$ cat src/rtl/btn_press_decoder_pkg.sv
// Shared types and defaults for the push-button front end.
package btn_pkg;

   typedef enum logic [2:0] {IDLE, DEB_PRESS, HELD, LONG_HELD, DEB_REL} state_t;
   typedef enum logic {SHORT, LONG} kind_t;

   localparam int DEF_DEBOUNCE_CYCLES = 1_000_000;
   localparam int DEF_LONG_CYCLES     = 50_000_000;

   // A short tap counts the user value up, a long hold counts it down; both wrap mod 8.
   function automatic logic [2:0] step_value(input logic [2:0] v, input kind_t k);
      return (k == SHORT) ? v + 3'd1 : v - 3'd1;
   endfunction

endpackage

$ cat src/rtl/btn_press_decoder_if.sv
// Button input plus decoded level, strobes and user value.
interface btn_press_decoder_if;
   logic       btn;
   logic       pressed;
   logic       short_pulse;
   logic       long_pulse;
   logic [2:0] value;

   modport master (input btn, output pressed, short_pulse, long_pulse, value);
   modport slave  (output btn, input pressed, short_pulse, long_pulse, value);
endinterface

$ cat src/rtl/btn_press_decoder_sync.sv
// Two-flop synchronizer for asynchronous button inputs.
module btn_sync (
   input  logic clk,
   input  logic reset,
   input  logic d,
   output logic q
);
   logic sync_p0;
   logic sync_p1;

   always_ff @(posedge clk or negedge reset) begin
      if (!reset) begin
         sync_p0 <= 1'b0;
         sync_p1 <= 1'b0;
      end else begin
         sync_p0 <= d;
         sync_p1 <= sync_p0;
      end
   end

   assign q = sync_p1;
endmodule

$ cat src/rtl/btn_press_decoder.sv
// Debounces the button and classifies each press as short or long,
// stepping a 3-bit user value up on short taps and down on long holds.
module btn_press_decoder
   import btn_pkg::*;
#(
   parameter int DEBOUNCE_CYCLES = DEF_DEBOUNCE_CYCLES,
   parameter int LONG_CYCLES     = DEF_LONG_CYCLES
) (
   input logic                 clk,
   input logic                 reset,
   btn_press_decoder_if.master bus
);
   localparam int DEB_W  = $clog2(DEBOUNCE_CYCLES);
   localparam int HOLD_W = $clog2(LONG_CYCLES);
   localparam logic [DEB_W-1:0]  DEB_LAST  = DEB_W'(DEBOUNCE_CYCLES - 1);
   localparam logic [HOLD_W-1:0] HOLD_LAST = HOLD_W'(LONG_CYCLES - 1);

   logic              btn_s;
   state_t            state;
   kind_t             kind;
   logic [DEB_W-1:0]  deb_cnt;
   logic [HOLD_W-1:0] hold_cnt;
   logic              pressed_r;
   logic              short_r;
   logic              long_r;
   logic [2:0]        value_r;

   btn_sync u_sync (
      .clk   (clk),
      .reset (reset),
      .d     (bus.btn),
      .q     (btn_s)
   );

   always_ff @(posedge clk or negedge reset) begin
      if (!reset) begin
         state     <= IDLE;
         kind      <= SHORT;
         deb_cnt   <= '0;
         hold_cnt  <= '0;
         pressed_r <= 1'b0;
         short_r   <= 1'b0;
         long_r    <= 1'b0;
         value_r   <= 3'b000;
      end else begin
         short_r <= 1'b0;
         long_r  <= 1'b0;
         unique case (state)
            IDLE: begin
               if (btn_s) begin
                  state   <= DEB_PRESS;
                  deb_cnt <= '0;
               end
            end
            DEB_PRESS: begin
               if (!btn_s) begin
                  state <= IDLE;
               end else if (deb_cnt == DEB_LAST) begin
                  state     <= HELD;
                  pressed_r <= 1'b1;
                  hold_cnt  <= '0;
               end else begin
                  deb_cnt <= deb_cnt + DEB_W'(1);
               end
            end
            HELD: begin
               if (!btn_s) begin
                  state   <= DEB_REL;
                  deb_cnt <= '0;
                  kind    <= SHORT;
               end else if (hold_cnt == HOLD_LAST) begin
                  state   <= LONG_HELD;
                  long_r  <= 1'b1;
                  value_r <= step_value(value_r, LONG);
               end else begin
                  hold_cnt <= hold_cnt + HOLD_W'(1);
               end
            end
            LONG_HELD: begin
               if (!btn_s) begin
                  state   <= DEB_REL;
                  deb_cnt <= '0;
                  kind    <= LONG;
               end
            end
            DEB_REL: begin
               // A bounce resumes the held state with hold_cnt frozen, so no second long strobe.
               if (btn_s) begin
                  state <= (kind == SHORT) ? HELD : LONG_HELD;
               end else if (deb_cnt == DEB_LAST) begin
                  state     <= IDLE;
                  pressed_r <= 1'b0;
                  if (kind == SHORT) begin
                     short_r <= 1'b1;
                     value_r <= step_value(value_r, SHORT);
                  end
               end else begin
                  deb_cnt <= deb_cnt + DEB_W'(1);
               end
            end
            default: state <= IDLE;
         endcase
      end
   end

   assign bus.pressed     = pressed_r;
   assign bus.short_pulse = short_r;
   assign bus.long_pulse  = long_r;
   assign bus.value       = value_r;
endmodule
$ cat src/flat_wrapper.sv
// flat-port wrapper written by rule: the top's interface ports become plain ports
module btn_press_decoder_flat import btn_pkg::*;
#(
   parameter int DEBOUNCE_CYCLES = DEF_DEBOUNCE_CYCLES,
   parameter int LONG_CYCLES     = DEF_LONG_CYCLES
)
  (clk, reset, bus_btn, bus_pressed, bus_short_pulse, bus_long_pulse, bus_value);
  btn_press_decoder_if bus_i ();
  input logic clk;
  input logic reset;
  input wire logic [$bits(bus_i.btn)-1:0] bus_btn;
  output wire logic [$bits(bus_i.pressed)-1:0] bus_pressed;
  output wire logic [$bits(bus_i.short_pulse)-1:0] bus_short_pulse;
  output wire logic [$bits(bus_i.long_pulse)-1:0] bus_long_pulse;
  output wire logic [$bits(bus_i.value)-1:0] bus_value;
  assign bus_i.btn = bus_btn;
  assign bus_pressed = bus_i.pressed;
  assign bus_short_pulse = bus_i.short_pulse;
  assign bus_long_pulse = bus_i.long_pulse;
  assign bus_value = bus_i.value;
  btn_press_decoder #(.DEBOUNCE_CYCLES(DEBOUNCE_CYCLES), .LONG_CYCLES(LONG_CYCLES)) u_core (.clk(clk), .reset(reset), .bus(bus_i));
endmodule
$ cat config.mk
export PLATFORM = sky130hd
export DESIGN_NAME = btn_press_decoder_flat
export DESIGN_NICKNAME = d
export VERILOG_FILES = /design/src/rtl/btn_press_decoder_pkg.sv /design/src/rtl/btn_press_decoder_if.sv /design/src/rtl/btn_press_decoder_sync.sv /design/src/rtl/btn_press_decoder.sv /design/src/flat_wrapper.sv
export SDC_FILE = /design/constraint.sdc
export NUM_CORES = 1
export LEC_CHECK = 0
export BUFFER_PORTS_ARGS = -buffer_cell sky130_fd_sc_hd__buf_4
export CAP_MARGIN = 20
export CORE_MARGIN = 5
export CORE_UTILIZATION = 40
export CTS_CLUSTER_DIAMETER = 150
export DETAILED_ROUTE_END_ITERATION = 16
export PLACE_DENSITY = 0.62
export RECOVER_POWER = 100
export SLEW_MARGIN = 5
export SYNTH_ARGS = -nofsm -noshare
export SYNTH_HDL_FRONTEND = slang
export SYNTH_SLANG_ARGS = --single-unit
$ cat constraint.sdc
create_clock -name clk -period 2.99 [get_ports clk]
set_input_delay 0.1495 -clock clk [delete_from_list [all_inputs] [get_ports clk]]
set_output_delay 0.1495 -clock clk [all_outputs]
set_load 0.05 [all_outputs]
**Word-level counts from Yosys, hierarchy flattened**

Index checks and enable logic that the tools add are counted.

- Mux-type cells: 42
- $add $sub $neg: 4
- Eq/ne operators: 21
- Reductions and logical operators: 13

Operator list:

| kind | count |
|---|---|
| 26-bit two-way mux | 4 |
| 20-bit two-way mux | 5 |
| 20-bit one-hot mux with 4 select lines | 1 |
| 26-bit one-hot mux with 2 select lines | 1 |
| 3-bit two-way mux | 13 |
| 26-bit by 1-bit adder with 26-bit output (second input constant) | 1 |
| 26-bit equality test (second input constant) | 1 |
| 20-bit by 1-bit adder with 20-bit output (second input constant) | 1 |
| 20-bit equality test (second input constant) | 1 |
| 5-bit AND reduction | 4 |
| 2-bit inequality test (second input constant) | 9 |
| 3-bit one-hot mux with 5 select lines | 1 |
| 1-bit two-way mux | 14 |
| 3-bit by 2-bit inequality test with 1-bit output (second input constant) | 3 |
| 2-bit nonzero test | 4 |
| 3-bit by 2-bit equality test with 1-bit output (second input constant) | 2 |
| 2-bit by 1-bit inequality test with 1-bit output (second input constant) | 3 |
| 3-bit one-hot mux with 2 select lines | 1 |
| 6-bit AND reduction | 1 |
| 1-bit one-hot mux with 2 select lines | 2 |
| 4-bit nonzero test | 1 |
| 3-bit by 1-bit adder with 3-bit output (second input constant) | 1 |
| 3-bit by 1-bit equality test with 1-bit output (second input constant) | 1 |
| 3-bit equality test (second input constant) | 1 |
| 4 further kinds | 4 |

- Logic and storage cells: 90
- Bits in registers: 58
- Bits of input ports: 3

**Logic depth before layout (Yosys ltp)**

Gate-level depths: netlist of run 1.

- Depth in word-level cells: 5
- Mapped depth: 9
- Depth with buffers taken out: 6

**Modules after synthesis**

Synthesis of run 1 repeated with hierarchy kept, for this count alone.

- Cell total of the unflattened synthesis: 365
- Area total of the unflattened synthesis: 3,407.0 um^2

By module, submodules not included:

| module | cells each | seq. area each (um^2) | times used | area each (um^2) |
|---|---|---|---|---|
| btn_press_decoder | 363 | 1,401.3 | 1 | 3,357.0 |
| btn_sync | 2 | 50.0 | 1 | 50.0 |

**Worst setup path before layout of run 1**

OpenSTA, ideal clock, no wires.

- Path type: register -> register
- Start point: register u_core.deb_cnt[15]
- End point: register u_core.value_r[1] (netlist: u_core.bus.value[1])
- Data required time: 2,862 ps
- Cell stages (with the launch flop): 6
- Library setup time: 128 ps
- Arrival time: 2,191 ps
- Period minus slack after synthesis: 2,319 ps
- Path slack: 671 ps
- Path through: dfrtp_1 -> or4b_4 -> or4b_1 -> buf_2 -> o32ai_4 -> mux2_1

- Cells in the longest elaborated chain, start to end: 3

Ends and longest elaborated chain:

| element | line | text |
|---|---|---|
| start: declaration | btn_press_decoder.sv:21 | `logic [DEB_W-1:0] deb_cnt;` |
| start signal: assignment | btn_press_decoder.sv:63 | `deb_cnt <= deb_cnt + DEB_W'(1);` |
| start signal: assignment | btn_press_decoder.sv:98 | `deb_cnt <= deb_cnt + DEB_W'(1);` |
| 20-bit equality test | btn_press_decoder.sv:90 | `end else if (deb_cnt == DEB_LAST) begin` |
| 2-bit by 1-bit inequality test with 1-bit output (no line) | n/a |  |
| 6-bit AND reduction (no line) | n/a |  |
| end signal: assignment | btn_press_decoder.sv:74 | `value_r <= step_value(value_r, LONG);` |
| end signal: assignment | btn_press_decoder.sv:95 | `value_r <= step_value(value_r, SHORT);` |
| end: declaration | btn_press_decoder.sv:26 | `logic [2:0] value_r;` |

No other way between the ends.
A chain may end at the register's enable or synchronous reset.

**Final worst setup path of run 1**

- Start point: register u_core.hold_cnt[0]
- End point: register u_core.hold_cnt[1]

- Cells in the longest elaborated chain, start to end: 4
- Elaborated cells on any way between the ends: 7
- Classes of those cells: add/sub (1); eq/ne (2); mux (3); reduce/logical (1)

Ends and longest elaborated chain:

| element | line | text |
|---|---|---|
| start: declaration | btn_press_decoder.sv:22 | `logic [HOLD_W-1:0] hold_cnt;` |
| start signal: assignment | btn_press_decoder.sv:76 | `hold_cnt <= hold_cnt + HOLD_W'(1);` |
| 26-bit by 1-bit adder with 26-bit output | btn_press_decoder.sv:76 |  |
| 26-bit two-way mux | btn_press_decoder.sv:71 | `end else if (hold_cnt == HOLD_LAST) begin` |
| 26-bit two-way mux | btn_press_decoder.sv:67 | `if (!btn_s) begin` |
| 26-bit one-hot mux with 2 select lines | btn_press_decoder.sv:48 | `unique case (state)` |

Several ways; a longest one is shown, not always the timed one. The select of a mux whose other input is x is not followed.

==> results of run 1 <==
==> layout make-up <==
class                           instances  area [sq um]  share of cell area, %
Inverter                                9          33.8                  0.930
Tap cell                              105           131                   3.62
Clock inverter                          6          88.8                   2.45
Sequential cell                        58          1450                   40.0
Timing Repair Buffer                   16           100                   2.76
Clock buffer                           10           138                   3.79
Multi-Input combinational cell        269          1690                   46.5
==> power groups by stage <==
stage	Combinational, mW	Sequential [mW]	Clock (mW)
after detailed placement	0.0489	0.818	0
after global routing	0.0566	0.804	0.900
after global placement	0.0483	0.818	0
final	0.0484	0.803	0.829
after floorplan	0.0280	0.813	0
after CTS	0.0509	0.803	0.858
==> sequential cells by signal, indices dropped and copies added (netlist names) <==
signal,count
u_core.bus.long_pulse,1
u_core.bus.pressed,1
u_core.bus.short_pulse,1
u_core.bus.value,3
u_core.deb_cnt,20
u_core.hold_cnt,26
u_core.kind,1
u_core.state,3
u_core.u_sync.q,1
u_core.u_sync.sync_p0,1
==> layout by cell type (no fill, tap or decap), types with 4 or more instances in the layout <==
cell type	netlist	routed
nor3_1	9	9
inv_1	9	9
o31ai_1	6	6
nand3_1	17	17
clkbuf_8	0	10
xnor2_1	8	8
nor4_1	5	5
and2_1	5	5
dfrtp_1	58	58
nand2_1	33	33
and3_1	8	8
a21oi_1	8	8
buf_4	0	6
o21ai_0	21	22
clkbuf_1	8	6
or4_1	4	5
nand2b_1	6	6
nand4_1	13	13
nor2_1	29	29
o211ai_1	4	4
a31oi_1	24	24
==> worst paths after layout <==
check,endpoint,slack [ns],cells after the start
min in group asynchronous,u_core.deb_cnt[5],0.67,2
worst max-delay path,u_core.hold_cnt[1],0.31,6
worst min-delay path,u_core.u_sync.q,0.35,0
worst max register to register,u_core.hold_cnt[1],0.31,6
worst min register to register,u_core.u_sync.q,0.35,0
max in group asynchronous,u_core.kind,1.41,2
==> logic make-up (layout without fill, tap and decap cells) <==
| logic type | count (synthesis) | after routing | synth area share (%) |
|---|---|---|---|
| fa+ha+maj | 3 | 3 | 1.36 |
| mux | 3 | 3 | 0.984 |
| simple gates | 158 | 158 | 26.3 |
| xor+xnor | 11 | 11 | 2.91 |
| compound gates | 94 | 94 | 20.5 |
| buf+inv | 29 | 41 | 4.05 |
| flops | 58 | 58 | 43.9 |
==> cells in the mapped netlist, drive strengths merged (4+ instances only) <==
master,count,area [sq um]
nor4,7,56.3
o211ai,4,30.0
buf,12,70.1
or4,5,41.3
nor2,30,115
nand3,17,85.1
nand2,33,124
and3,8,50.1
dfrtp,58,1450
o31ai,6,45.0
inv,9,33.8
xnor2,8,70.1
nor3,9,45.0
o21ai,23,119
a21oi,9,48.8
nand2b,6,37.5
a41oi,4,42.6
nand4,13,81.3
and2,5,31.3
clkbuf,8,30.0
a31oi,24,150
or2,5,31.3
o41ai,4,42.6
==> critical path, stage by stage, from the launching register on <==
cell      delay, ns
dfrtp_1        0.39
ha_1           0.24
nand4_1        0.28
or4_1          0.67
or2_1          0.35
a21boi_1       0.43
o21ai_0        0.17
==> metal layers <==
layer	global-route usage, %	part of all wire (%)	routed length, um	vias up
li1	-	-	-	1359
met1	21.5	47	3590	1391
met2	26.9	48	3620	54
met3	3.74	3.6	276	8
met4	5.21	1.1	85	0
met5	0	0	0	-
==> results.ini, run 1 <==
[clocking]
cts_buffer_depth=2
cts_tree=done
cts_hold_buf=2
cts_buffers=9
path_clk_slew_ns=0.07
post_cts_buffers=0
h-tree-depth=3
cts.repair.resized=0
cts_sinks=58
root_buffer=clkbuf_8
clk_latency_ns=0.34

[sta]
drv_slew=0
timing.hold.ws_ns=0.350
slew_headroom_pct=3.11
hold_violations=0
setup_viol=0
rsz0062_at_grt=false
layout_setup_ws_ns=0.310
timing.final.crit_share_pct=89.6
min_period_ns=2.68
clock.fmax_mhz=373
skew_ns=0.00870
setup_tns_ns=0
tightest_slew_ns=1.45

[placement]
dp_hpwl_mm=5.00
dp_cells=455
portBuffers=8
routabilityCongestion=0.858
dp_slack_ns=0.321
dpl_cell_area_sq_um=3450

[synth]
synth-edff-count=0
synth.avg_cell_area_sq_um=9.29
syn_nets=362
ys_ff_latch=58
synth-seq-area-share_pct=43.9
ys.warnings.count=0
synth-async-reset-ratio_pct=100
syn_inst=356
synth_cell_types=66
syn_area_sq_um=3310
ys.flop_type=dfrtp_1

[power_and_ir_drop]
p_sw_share_pct=22.7
vdd_drop_max_mv=0.278
leakage_nw=1.41
p_int_mw=1.30
clock_power_share_pct=49.3
p_comb_share_pct=2.9
power.net_switching_mw=0.382
p_per_area_nw_per_um2=463
seqPwrFrac_pct=47.8
total_power_mw=1.68

[setup_path]
worst-setup-path-type=flip-flop to flip-flop
cp-end-kind=flip-flop
critPathRequiredTime_ns=3.19
r2r-start=u_core.hold_cnt[0]
crit_start=u_core.hold_cnt[0]
crit_fanout=7
start_kind=flip-flop
crit_arrival_ns=2.88

[grt]
antenna_found_initial=0
grt_max_degree=59
grt_usage_pct=16.4
grt_overflow_total=0
grt_pass1_wl_mm=13.4
grt_pass1_vias=2790

[routing]
via_count=2812
wl_per_cell_um=16.0
drc_errors=0
drtIter0Drc=164
ant_nets=0
drt-total-wl_mm=7.57
drt_pass1_iterations=5
via_per_inst=5.95

[floorplan]
core.rowCount=33
die_x_um=101
start_util_pct=40.7
coreArea_sq_um=8130
io_pins=9
dieHeight_um=101
dieArea_sq_um=10200

[worst_hold_path]
min_path_type=flip-flop to flip-flop
hold_start=u_core.u_sync.sync_p0

[final_layout]
fin_util_pct=44.7
antenna_cells=0
nNetsFinal=369
fin_area_sq_um=3630
drive_above_1_share_pct=9.78
areaGrowthSynthToFinish_pct=9.84
stdcell_count=473
fillCellCount=774

[outcome]
status=complete, no violations

[run]
cap_violations=0

(Power assumes the default switching activity.)
==> run 2, diff against run 1 <==
CELL_PAD_IN_SITES_DETAIL_PLACEMENT = 2   (was unset)
CELL_PAD_IN_SITES_GLOBAL_PLACEMENT = 2   (was unset)
PLACE_DENSITY = 0.86   (was 0.62)
==> results.ini, run 2 (synthesized netlist as in run 1, its figures left out) <==
[power_and_ir_drop]
vdd_drop_max_mv=0.230
p_per_area_nw_per_um2=421
leakage_nw=1.40

[outcome]
violations=max-capacitance violations, max-slew violations
status=finished, violations left

[setup_path]
r2r-start=u_core.hold_cnt[11]
start_kind=flip-flop
crit_fanout=8
reg2regPathDepth=5
reg2reg_to=u_core.hold_cnt[1]
crit_arrival_ns=2.92
r2r_setup_slack_ns=0.26
critPathRequiredTime_ns=3.18
cp-end-kind=flip-flop
worst-setup-path-type=flip-flop to flip-flop

[clocking]
cts_buffers=9
post_cts_buffers=0
path_clk_slew_ns=0.07
cts_sinks=58
clk_latency_ns=0.34
cts_tree=done
cts_buffer_depth=2
cts.repair.resized=0
root_buffer=clkbuf_8
h-tree-depth=3

[grt]
grt_pass1_vias=3383
antenna_found_initial=0
grt_usage_pct=21.8
grt_overflow_total=0
grt_max_degree=59
grt_pass1_wl_mm=17.5

[run]
cap_violations=1

[placement]
routabilityCongestion=0.782
portBuffers=8
dp_hpwl_mm=7.38
dpl_cell_area_sq_um=3490

[floorplan]
coreArea_sq_um=8130
io_pins=9
dieArea_sq_um=10200
dieHeight_um=101
start_util_pct=40.7
core.rowCount=33
die_x_um=101

[worst_hold_path]
min_path_type=flip-flop to flip-flop
hold_start=u_core.u_sync.sync_p0
whs_endpoint=u_core.u_sync.q
holdPathStages=0

[final_layout]
drive_above_1_share_pct=9.65
regMostFlops=u_core.hold_cnt
fin_area_sq_um=3600
antenna_cells=0
fin_util_pct=44.3
largest_reg_flops=26
final_common_cell=dfrtp_1
fillCellCount=884
reg.largest.list=u_core.hold_cnt x26, u_core.deb_cnt x20
areaGrowthSynthToFinish_pct=8.85
final_cell_mix=dfrtp_1 (58), nand2_1 (33), nor2_1 (29)
nNetsFinal=375

[routing]
drc_errors=0
drt_pass1_iterations=4
drt-total-wl_mm=10.4
via_per_inst=6.15
wl_per_cell_um=21.7
ant_nets=0
via_count=2939
drtIter0Drc=56

[sta]
slew_headroom_pct=-1.40
timing.final.crit_share_pct=91.3
drv_slew=59
rsz0062_at_grt=false
min_period_ns=2.73
skew_ns=0.00931
timing.hold.ws_ns=0.363
hold_violations=0
setup_tns_ns=0
clock.fmax_mhz=366
setup_viol=0
tightest_slew_ns=1.52

## run 2: changes by cell type in the layout (fill, tap and decap cells not counted), sizes merged
cell,before,now
clkinv,1,3
inv,10,9
clkbuf,18,24
clkinvlp,2,0
buf,6,8
bufinv,2,0
## run 2: report_power, final
| group | switching [mW] | internal (mW) |
|---|---|---|
| combinational | 0.0403 | 0.0135 |
| clock | 0.322 | 0.338 |
| sequential | 0.0105 | 0.792 |
## run 2: routing by layer
layer,vias up,part of all wire (%),GRT usage [%]
met2,39,52,38.8
met5,-,0,0
met3,17,2.2,4.01
met4,0,1.8,6.24
li1,1359,-,-
met1,1524,44,26.9
## run 2: worst max-delay path by stage
stage	startpoint	to	slack [ns]
2_1_floorplan	u_core.deb_cnt[15]	u_core.bus.value[1]	0.67
3_3_place_gp	u_core.hold_cnt[11]	u_core.hold_cnt[14]	0.48
3_5_place_dp	u_core.deb_cnt[11]	u_core.hold_cnt[9]	0.37
4_1_cts	u_core.deb_cnt[11]	u_core.hold_cnt[9]	0.35
5_1_grt	u_core.deb_cnt[11]	u_core.hold_cnt[9]	0.13
6_report	u_core.hold_cnt[11]	u_core.hold_cnt[1]	0.26
## run 2: cell type report
class	instances	area [sq um]	share of cell area (%)
multi-input cells	269	1680	46.7
flip-flops and latches	58	1450	40.3
clock buffers	12	155	4.31
repair buffers	22	131	3.65
well taps	105	131	3.65
inverters	9	33.8	0.938
clock inverters	3	15.0	0.417
## run 2: stage by stage
| step | std cells | total power, mW | setup slack, ns |
|---|---|---|---|
| floorplan | 356 | 0.841 | 0.671 |
| global placement | 461 | 0.868 | 0.482 |
| detailed placement | 461 | 0.872 | 0.374 |
| CTS | 478 | 1.54 | 0.348 |
| global route | 478 | 1.58 | 0.126 |
| finish | 478 | 1.52 | 0.260 |
## run 2: timing repair
action                                  CTS  global route
hold endpoints to repair                 59             0
endpoints found under the setup margin    0             0
hold buffers                              2             0
## run 2: critical path, stage by stage (launching register included)
cell	delay, ns
dfrtp_1	0.46
or4b_1	0.52
or4_1	0.47
or2_0	0.39
a21boi_1	0.53
o21ai_0	0.21
==> run 3, diff against run 2 <==
SYNTH_HIERARCHICAL = 1   (was unset)
==> results.ini, run 3 <==
[synth]
synth.area.top_cells=dfrtp_1 (43%), o21ai_0 (4.4%), a21oi_1 (3.7%), nand2_1 (3.3%), or4_1 (2.6%)
synth_top_family_by_area=simple AND/OR/NAND/NOR gates
muxShareOfSynthArea_pct=0.624
synth_area_leader_cell=dfrtp_1
synthAdderAreaFrac_pct=1.32
synth_top_area_share_pct=42.6
synthSimpleGateAreaFrac_pct=28.8
synth-async-reset-ratio_pct=100
synth-xor-area-share_pct=1.03
synth-seq-area-share_pct=42.6
synth.avg_cell_area_sq_um=9.33
ys.flop_type=dfrtp_1
syn_nets=371
syn_inst=365
synth-edff-count=0
ys_ff_latch=58
ys.warnings.count=6
yosysMostFrequentCell=dfrtp_1
syn_area_sq_um=3410
synth_compound_area_share_pct=21.3
synth_cell_types=64
synthTopCellsByCount=dfrtp_1 (58), nand2_1 (30), o21ai_0 (30)

[power_and_ir_drop]
vdd_drop_max_mv=0.158
clock_power_share_pct=43.5
seqPwrFrac_pct=53.1
p_int_mw=1.14
p_per_area_nw_per_um2=412
p_comb_share_pct=3.4
leakage_nw=1.51
p_sw_share_pct=24.6
power.net_switching_mw=0.373

[final_layout]
final_cell_mix=dfrtp_1 (58), nand2_1 (30), o21ai_0 (30)
drive_above_1_share_pct=10.1
largest_reg_flops=26
fillCellCount=913
final_common_cell=dfrtp_1
reg.largest.list=u_core/hold_cnt x26, u_core/deb_cnt x20
nNetsFinal=377
regMostFlops=u_core/hold_cnt
antenna_cells=0
areaGrowthSynthToFinish_pct=7.93
stdcell_count=480

[floorplan]
start_util_pct=41.3
dieHeight_um=102
core.rowCount=33
die_x_um=102
coreArea_sq_um=8260
dieArea_sq_um=10500
io_pins=9

[worst_hold_path]
min_path_type=flip-flop to flip-flop

[setup_path]
slowest_delay_ns=0.57
cp_cell_sequence=or3b_1 -> o22ai_1 -> o31ai_1 -> clkbuf_1 -> or4_1 -> a21oi_1
cp-end-kind=flip-flop
cp_slowest_cell=or3b_1
critPathRequiredTime_ns=3.27
worst-path-buf-inv=1
crit_family=simple AND/OR/NAND/NOR gates
start_kind=flip-flop
crit_fanout=13
crit_arrival_ns=2.96
worst-setup-path-type=flip-flop to flip-flop

[routing]
ant_nets=0
via_per_inst=6.44
drc_errors=0
drt-total-wl_mm=10.5
via_count=3091
drtIter0Drc=88
wl_per_cell_um=21.8
drt_pass1_iterations=4

[clocking]
root_buffer=clkbuf_8
cts_hold_buf=2
cts.repair.resized=0
path_clk_slew_ns=0.07
cts_sinks=58
cts_buffer_depth=2
cts_tree=done
clk_latency_ns=0.35
h-tree-depth=3
cts_buffers=9
post_cts_buffers=0

[run]
cap_violations=0

[placement]
dp_hpwl_mm=7.24
dp_cells=463
portBuffers=8
dp_slack_ns=0.462
routabilityCongestion=0.759

[grt]
grt_pass1_vias=3402
grt_pass1_wl_mm=17.9
antenna_found_initial=0
grt_overflow_total=0
grt_usage_pct=21.7
grt_max_degree=59

[sta]
hold_violations=0
tightest_slew_ns=1.47
setup_viol=0
rsz0062_at_grt=false
min_period_ns=2.68
drv_slew=0
timing.final.crit_share_pct=89.6
slew_headroom_pct=1.88
layout_setup_ws_ns=0.310
skew_ns=0.0148
clock.fmax_mhz=373
setup_tns_ns=0

[outcome]
status=complete, no violations

-- run 3: power by group through the flow --
stage          combinational, mW  sequential [mW]  clock [mW]
2_1_floorplan             0.0272            0.812           0
3_3_place_gp              0.0482            0.818           0
3_5_place_dp              0.0522            0.819           0
4_1_cts                   0.0546            0.805       0.675
5_1_grt                   0.0577            0.805       0.711
6_report                  0.0509            0.805       0.660
-- run 3: final cells by class --
type / count / area (sq um) / share of cell area [%]
multi-input cells: 277 / 1800 / 48.9
flip-flops and latches: 58 / 1450 / 39.5
clock buffers: 12 / 155 / 4.22
well taps: 105 / 131 / 3.57
repair buffers: 17 / 97.6 / 2.65
inverters: 8 / 30.0 / 0.817
clock inverters: 3 / 15.0 / 0.408
-- run 3: routing by layer --
layer	wire length [um]	share of wire, %	GRT usage (%)
met1	4920	47	28.2
met2	5160	49	37.1
met3	200	1.9	2.94
met4	176	1.7	7.57
met5	0	0	0
-- run 3: kinds of logic after synthesis --
logic type,count (synthesis)
simple gates,161
xor+xnor,4
flops,58
mux,2
buf+inv,30
compound gates,107
fa+ha+maj,3
-- run 3: worst paths after layout --
path	startpoint	to	slack, ns	depth (start not counted)
min in group asynchronous	reset	u_core/deb_cnt[3]	0.68	2
hold reg to reg	u_core/u_sync/sync_p0	u_core/u_sync/q	0.38	0
setup reg to reg	u_core/state[0]	u_core/deb_cnt[9]	0.31	6
setup / recovery	u_core/state[0]	u_core/deb_cnt[9]	0.31	6
hold / removal	u_core/u_sync/sync_p0	u_core/u_sync/q	0.38	0
max in group asynchronous	reset	u_core/hold_cnt[25]	1.41	2
-- run 3: metrics by stage --
step           utilization, %  total power [mW]  area, sq um  hold WS (ns)
4_1_cts                  45.1              1.53         3730         0.401
3_3_place_gp             42.8             0.866         3540         0.260
2_1_floorplan               -             0.839         3410        -0.146
3_5_place_dp             42.8             0.872         3540         0.261
6_report                 44.5              1.52         3680         0.381
5_1_grt                  44.5              1.57         3680         0.404
